File: src/rtl/foxtrot_wb_pkg.sv
`default_nettype none
// ============================================================================
//  Module      : foxtrot_wb_pkg
//  Description : Shared writeback types: result packet layout and slot map
//                used by the writeback arbiter and by fu_if consumers.
//  Revision    : 1.0 - initial release
// ============================================================================
package foxtrot_wb_pkg;

    // Result slots per packet; slot 2 always carries the NZCV flags result.
    localparam int NUM_RESULT_SLOTS = 3;
    localparam int FLAGS_SLOT       = 2;

    // Default field widths of the shared packet type.
    localparam int WB_INST_ID_W = 7;
    localparam int WB_PRN_W     = 7;
    localparam int WB_DATA_W    = 64;

    typedef struct packed {
        logic [WB_INST_ID_W-1:0]                          inst_id;
        logic [NUM_RESULT_SLOTS-1:0][WB_PRN_W-1:0]        prn;
        logic [NUM_RESULT_SLOTS-1:0][WB_DATA_W-1:0]       data;
        logic [NUM_RESULT_SLOTS-1:0]                      data_valid;
    } wb_pkt_t;

endpackage : foxtrot_wb_pkg
`default_nettype wire

File: src/rtl/wb_fifo.sv
`default_nettype none
// ============================================================================
//  Module      : wb_fifo
//  Description : Small per-FU result FIFO. Pointers wrap naturally, count is
//                one bit wider than the pointers. Flush empties it at once.
//  Revision    : 1.0 - initial release
// ============================================================================
module wb_fifo
    import foxtrot_wb_pkg::*;
#(
    parameter int  DEPTH = 2,
    parameter type PKT_T = wb_pkt_t
) (
    input  logic                     clk,
    input  logic                     rst,
    input  logic                     flush,
    input  logic                     push,
    input  PKT_T                     push_pkt,
    input  logic                     pop,
    output PKT_T                     head,
    output logic [$clog2(DEPTH):0]   count
);

    localparam int AW = $clog2(DEPTH);
    localparam int CW = AW + 1;

    PKT_T            r_mem [DEPTH];
    logic [AW-1:0]   r_wr_ptr;
    logic [AW-1:0]   r_rd_ptr;
    logic [CW-1:0]   r_count;
    logic            w_push;
    logic            w_pop;

    // Overflow/underflow protection: a push on full or a pop on empty is dropped.
    assign w_push = push && (r_count < CW'(DEPTH));
    assign w_pop  = pop && (r_count != '0);
    assign head   = r_mem[r_rd_ptr];
    assign count  = r_count;

    // Pointer and occupancy tracking; reset and flush both empty the FIFO.
    always_ff @(posedge clk) begin
        if (rst || flush) begin
            r_wr_ptr <= '0;
            r_rd_ptr <= '0;
            r_count  <= '0;
        end else begin
            if (w_push) r_wr_ptr <= r_wr_ptr + 1'b1;
            if (w_pop)  r_rd_ptr <= r_rd_ptr + 1'b1;
            case ({w_push, w_pop})
                2'b10:   r_count <= r_count + 1'b1;
                2'b01:   r_count <= r_count - 1'b1;
                default: r_count <= r_count;
            endcase
        end
    end

    // Payload storage; contents are don't-care until pushed, so no reset.
    always_ff @(posedge clk) begin
        if (w_push) r_mem[r_wr_ptr] <= push_pkt;
    end

endmodule : wb_fifo
`default_nettype wire

File: src/rtl/fu_wb_arbiter.sv
`default_nettype none
// ============================================================================
//  Module      : fu_wb_arbiter
//  Description : Writeback arbiter. Buffers each FU's result in a FIFO and
//                grants one packet per cycle, round-robin, onto a registered
//                common data bus. Optional macro FU_WB_ARBITER_BYPASS_EN lets
//                an input whose FIFO is empty be granted in its arrival cycle
//                when no FIFO head is pending.
//  Revision    : 1.0 - initial release
// ============================================================================
module fu_wb_arbiter
    import foxtrot_wb_pkg::*;
#(
    parameter int NUM_FU     = 4,
    parameter int FIFO_DEPTH = 2,
    parameter int INST_ID_W  = 7,
    parameter int PRN_W      = 7,
    parameter int DATA_W     = 64
) (
    input  logic                                                   clk,
    input  logic                                                   rst,
    input  logic                                                   flush,
    input  logic [NUM_FU-1:0]                                      fu_in_valid,
    output logic [NUM_FU-1:0]                                      fu_in_ready,
    input  logic [NUM_FU-1:0][INST_ID_W-1:0]                       fu_in_inst_id,
    input  logic [NUM_FU-1:0][NUM_RESULT_SLOTS-1:0][PRN_W-1:0]     fu_in_prn,
    input  logic [NUM_FU-1:0][NUM_RESULT_SLOTS-1:0][DATA_W-1:0]    fu_in_data,
    input  logic [NUM_FU-1:0][NUM_RESULT_SLOTS-1:0]                fu_in_data_valid,
    output logic                                                   cdb_valid,
    output logic [$clog2(NUM_FU)-1:0]                              cdb_src,
    output logic [INST_ID_W-1:0]                                   cdb_inst_id,
    output logic [NUM_RESULT_SLOTS-1:0][PRN_W-1:0]                 cdb_prn,
    output logic [NUM_RESULT_SLOTS-1:0][DATA_W-1:0]                cdb_data,
    output logic [NUM_RESULT_SLOTS-1:0]                            cdb_data_valid
);

    localparam int SRC_W = $clog2(NUM_FU);
    localparam int CNT_W = $clog2(FIFO_DEPTH) + 1;

    // Packet layout matching wb_pkt_t but sized by this instance's parameters.
    typedef struct packed {
        logic [INST_ID_W-1:0]                        inst_id;
        logic [NUM_RESULT_SLOTS-1:0][PRN_W-1:0]      prn;
        logic [NUM_RESULT_SLOTS-1:0][DATA_W-1:0]     data;
        logic [NUM_RESULT_SLOTS-1:0]                 data_valid;
    } pkt_t;

    // k-th position of the round-robin scan starting at base, modulo NUM_FU.
    function automatic logic [SRC_W-1:0] rr_idx(input logic [SRC_W-1:0] base, input int k);
        int s;
        s = int'(base) + k;
        if (s >= NUM_FU) s = s - NUM_FU;
        return SRC_W'(s);
    endfunction

    pkt_t               w_in_pkt [NUM_FU];
    pkt_t               w_head   [NUM_FU];
    logic [CNT_W-1:0]   w_count  [NUM_FU];
    logic [NUM_FU-1:0]  w_head_cand;
    logic [NUM_FU-1:0]  w_push;
    logic [NUM_FU-1:0]  w_pop;
`ifdef FU_WB_ARBITER_BYPASS_EN
    logic [NUM_FU-1:0]  w_byp_cand;
`endif
    logic               w_gnt_found;
    logic               w_gnt_byp;
    logic [SRC_W-1:0]   w_gnt_idx;
    pkt_t               w_sel_pkt;
    logic [SRC_W-1:0]   r_rr_ptr;

    for (genvar i = 0; i < NUM_FU; i++) begin : g_fu
        assign w_in_pkt[i]    = {fu_in_inst_id[i], fu_in_prn[i], fu_in_data[i], fu_in_data_valid[i]};
        // Ready depends on occupancy only, so a full FIFO stays not-ready even
        // when it is popped in the same cycle.
        assign fu_in_ready[i] = (w_count[i] < CNT_W'(FIFO_DEPTH));
        assign w_head_cand[i] = (w_count[i] != '0);
        // A bypassed packet goes straight to the CDB and must not also be stored.
        assign w_push[i]      = fu_in_valid[i] && fu_in_ready[i]
                                && !(w_gnt_byp && (w_gnt_idx == SRC_W'(i)));
        assign w_pop[i]       = w_gnt_found && !w_gnt_byp && (w_gnt_idx == SRC_W'(i));
`ifdef FU_WB_ARBITER_BYPASS_EN
        assign w_byp_cand[i]  = !w_head_cand[i] && fu_in_valid[i];
`endif

        wb_fifo #(
            .DEPTH (FIFO_DEPTH),
            .PKT_T (pkt_t)
        ) u_fifo (
            .clk      (clk),
            .rst      (rst),
            .flush    (flush),
            .push     (w_push[i]),
            .push_pkt (w_in_pkt[i]),
            .pop      (w_pop[i]),
            .head     (w_head[i]),
            .count    (w_count[i])
        );
    end

    // Round-robin grant: FIFO heads first, then (optionally) bypass inputs.
    always_comb begin
        w_gnt_found = 1'b0;
        w_gnt_byp   = 1'b0;
        w_gnt_idx   = '0;
        for (int k = 0; k < NUM_FU; k++) begin
            if (!w_gnt_found && w_head_cand[rr_idx(r_rr_ptr, k)]) begin
                w_gnt_found = 1'b1;
                w_gnt_idx   = rr_idx(r_rr_ptr, k);
            end
        end
`ifdef FU_WB_ARBITER_BYPASS_EN
        for (int k = 0; k < NUM_FU; k++) begin
            if (!w_gnt_found && w_byp_cand[rr_idx(r_rr_ptr, k)]) begin
                w_gnt_found = 1'b1;
                w_gnt_byp   = 1'b1;
                w_gnt_idx   = rr_idx(r_rr_ptr, k);
            end
        end
`endif
    end

    assign w_sel_pkt = w_gnt_byp ? w_in_pkt[w_gnt_idx] : w_head[w_gnt_idx];

    // CDB register and round-robin pointer; flush drops the in-flight grant
    // but keeps the pointer so fairness survives a mispredict.
    always_ff @(posedge clk) begin
        if (rst) begin
            cdb_valid      <= 1'b0;
            cdb_src        <= '0;
            cdb_inst_id    <= '0;
            cdb_prn        <= '0;
            cdb_data       <= '0;
            cdb_data_valid <= '0;
            r_rr_ptr       <= '0;
        end else if (flush) begin
            cdb_valid      <= 1'b0;
        end else if (w_gnt_found) begin
            cdb_valid      <= 1'b1;
            cdb_src        <= w_gnt_idx;
            cdb_inst_id    <= w_sel_pkt.inst_id;
            cdb_prn        <= w_sel_pkt.prn;
            cdb_data       <= w_sel_pkt.data;
            cdb_data_valid <= w_sel_pkt.data_valid;
            r_rr_ptr       <= (w_gnt_idx == SRC_W'(NUM_FU - 1)) ? '0 : w_gnt_idx + 1'b1;
        end else begin
            cdb_valid      <= 1'b0;
        end
    end

endmodule : fu_wb_arbiter
`default_nettype wire

File: config.mk
export PLATFORM = sky130hd
export DESIGN_NAME = fu_wb_arbiter
export DESIGN_NICKNAME = d
export VERILOG_FILES = /design/src/rtl/foxtrot_wb_pkg.sv /design/src/rtl/wb_fifo.sv /design/src/rtl/fu_wb_arbiter.sv
export SDC_FILE = /design/constraint.sdc
export NUM_CORES = 2
export LEC_CHECK = 0
export ABC_AREA = 1
export BUFFER_PORTS_ARGS = -buffer_cell sky130_fd_sc_hd__buf_2
export CAP_MARGIN = 10
export CORE_AREA = 3 3 465 467
export DETAILED_ROUTE_END_ITERATION = 7
export DIE_AREA = 0 0 468 470
export SLEW_MARGIN = 10
export SYNTH_ARGS = -nofsm -noshare
export SYNTH_HDL_FRONTEND = slang
export SYNTH_HIERARCHICAL = 1
export SYNTH_SLANG_ARGS = --single-unit
File: constraint.sdc
create_clock -name clk -period 11.16 [get_ports clk]
set_clock_uncertainty 0.1 [all_clocks]
set_input_delay 0.558 -clock clk [delete_from_list [all_inputs] [get_ports clk]]
set_output_delay 0.558 -clock clk [all_outputs]
set_load 0.02 [all_outputs]
==> impl_metrics.ini <==
[critical_path]
crit_chain = inv_4, nand2_1, nand2_2, nor2_2, nor2_1, nand3_4, nand3_4, buf_12, nor2_4, buf_4, nand2_1, nand2_1, nor2_1, nor2_1
critical-path-top-delay-family = simple AND/OR/NAND/NOR gates
critPathKind = reg -> reg
cp_slowest_cell = nor2_4
endpoint_kind = register
crit_path_start_kind = register
cp_max_fo = 150
critPathArrivalTime_ns = 6.04
path_buf_inv = 3
worstPathRequired_ns = 11.86
crit_path_max_incr_delay_ns = 0.90

[synth]
ys_seq_area_frac = 0.690
ys_types = 29
synth.net_count = 6865
ys_top_cells_by_area = edfxtp_1 (63%), mux2_4 (12%), dfxtp_1 (5.9%)
syn_area_per_cell_um2 = 14.2
synth_top_area_frac = 0.631
netlist_area_um2 = 84800
synth_top_area_cell = edfxtp_1
ys_seq_elements = 2032
synthCells = 5962
ys_warn_count = 6

[timing]
max-slew-margin-rel = -0.0530
slew_violations = 49
hold_viol = 0
finalSetupViolCount = 0
rsz0062_at_grt = no
finalSetupTns_ns = 0
clock.fmax_mhz = 187
tightest_slew_ns = 1.58
min_period_over_period = 0.479
fin_crit_ns = 5.34

[drt]
via_count = 57600
post_drt_wl_per_cell_um = 26.3
via_per_inst = 5.21
drc_errors = 0
drt_iter0_drc = 5302
wirelength_um = 291000
drtPass1Iterations = 6
drtAntennaViolNets = 0

[status]
status = finished, violations left
violations = slew limit

[power_and_ir_drop]
peakVddDrop_v = 0.000592
p_leak_uw = 0.0432
p_per_area_nw_per_um2 = 267

[global_route]
overflow = 0
grt_pass1_vias = 58300
track_usage = 0.256
grt_max_degree = 151
antenna_found_initial = 131
grt_pass1_wl_um = 411000

[floorplanning]
row_count = 169
io_pins = 1129
placeableCoreArea_um2 = 212000
die_w_um = 468
dieHeight_um = 470
start_util = 0.400
fp.dieArea_um2 = 220000

[layout]
final_cell_mix = edfxtp_1 (1784), nand2_1 (1135), buf_2 (1127)
stdcell_count = 11100
nets = 8839
areaGrowthSynthToFinish_pct = 28.7
fin_util = 0.515
layout_commonest_cell = edfxtp_1
drive_above_1_share = 0.302
fillCellCount = 17700

[clocking]
clock_latency_ns = 0.89
clock-sinks = 2032
clk_transition_reported_paths_ns = 0.06
cts-root-buf = clkbuf_16
cts_tree = yes
clk_path_buf_depth = 3
cts_buffers = 211
cts_max_level = 4

[placement]
place_congestion = 0.871
dp_hpwl_um = 180000
dp.cells = 9647
portBuffers = 1128

[worst_hold_path]
hp-class = in -> reg

[job]
max_cap_viol_count = 0
-- Yosys cell counts (all sizes together) --
library cell	number
nor2	492
nand3	753
buf	265
a21boi	1
nand4	5
inv	161
edfxtp	1784
a21oi	15
a211oi	1
dfxtp	248
o21ai	108
nand2	1137
mux2	892
ha	4
nor3	4
clkbuf	88
o21a	4
-- report_power, final --
part	switching, µW	total, µW	internal [µW]	leakage [µW]
Sequential	465	9640	9170	0.0188
Clock	3090	7390	4300	0.00355
Combinational	8760	12100	3360	0.0209
-- final timing paths --
kind | start | endpoint | slack, ns | depth (start not counted)
setup / recovery | r_rr_ptr[0]$_SDFFE_PP0P_ | cdb_data[21]$_SDFFE_PP0P_ | 5.82 | 14
hold / removal | fu_in_valid[0] | g_fu[0].u_fifo/r_wr_ptr$_SDFFE_PP0N_ | 0.18 | 5
setup reg to reg | r_rr_ptr[0]$_SDFFE_PP0P_ | cdb_data[21]$_SDFFE_PP0P_ | 5.82 | 14
hold reg to reg | cdb_src[0]$_SDFFE_PP0P_ | cdb_src[0]$_SDFFE_PP0P_ | 0.39 | 2
-- area by class of cell --
| type | instances | area, µm² | area share |
|---|---|---|---|
| multi-input combinational | 3416 | 23400 | 0.215 |
| clock inverter | 116 | 1530 | 0.0140 |
| inverter | 161 | 612 | 0.00560 |
| clock buffer | 287 | 5810 | 0.0532 |
| tap | 2821 | 3530 | 0.0323 |
| timing repair buffer | 2114 | 15400 | 0.141 |
| sequential | 2032 | 58600 | 0.536 |
| antenna | 119 | 298 | 0.00273 |
-- flip-flops by register name (all words and copies together), names as in the netlist, named ones only --
signal                flops
cdb_data                192
cdb_data_valid            3
cdb_inst_id               7
cdb_prn                  21
cdb_src                   2
cdb_valid                 1
g_fu.u_fifo/count         8
g_fu.u_fifo/r_mem      1784
g_fu.u_fifo/r_rd_ptr      4
g_fu.u_fifo/r_wr_ptr      4
r_rr_ptr                  2
-- routing by layer --
layer | global-route usage | part of all wire
met1 | 0.328 | 0.40
met2 | 0.414 | 0.47
met3 | 0.0555 | 0.081
met4 | 0.120 | 0.050
met5 | 0 | 0.00094
-- worst register-to-register path, delay by kind of cell (launching register included) --
family	cells	cell delay [ns]
AND/OR/NAND/NOR	11	3.45
flip-flops	1	0.54
buffers and inverters	3	1.22
-- timing repair --
| action | CTS | global route |
|---|---|---|
| setup buffers | 0 | 0 |
| setup endpoints to repair | 0 | 0 |
| resized for setup | 0 | 0 |
| hold buffers | 896 | 0 |
| endpoints found under the hold margin | 1795 | 0 |
-- logic make-up (layout without fill, tap and decap cells) --
group | count (synthesis) | in the layout | synth area share
AO/OA/AOI/OAI | 129 | 129 | 0.00783
adder cells (fa/ha/maj) | 4 | 4 | 0.000590
buffers and inverters | 514 | 2678 | 0.0352
flip-flops | 2032 | 2032 | 0.690
multiplexers | 892 | 892 | 0.148
other | 0 | 119 | 0
AND/OR/NAND/NOR | 2391 | 2391 | 0.118
-- stage by stage --
step | area, µm² | total power (µW) | setup slack [ns] | hold slack, ns
2_1_floorplan | 84800 | 17600 | 0.187 | 0.367
3_5_place_dp | 92500 | 21600 | 5.78 | 0.389
3_3_place_gp | 92500 | 21500 | 5.97 | 0.375
5_1_grt | 109000 | 30700 | 5.53 | 0.139
6_report | 109000 | 29200 | 5.82 | 0.177
4_1_cts | 109000 | 29300 | 5.76 | 0.0914
Note: power is estimated with default switching activity, not from simulation.
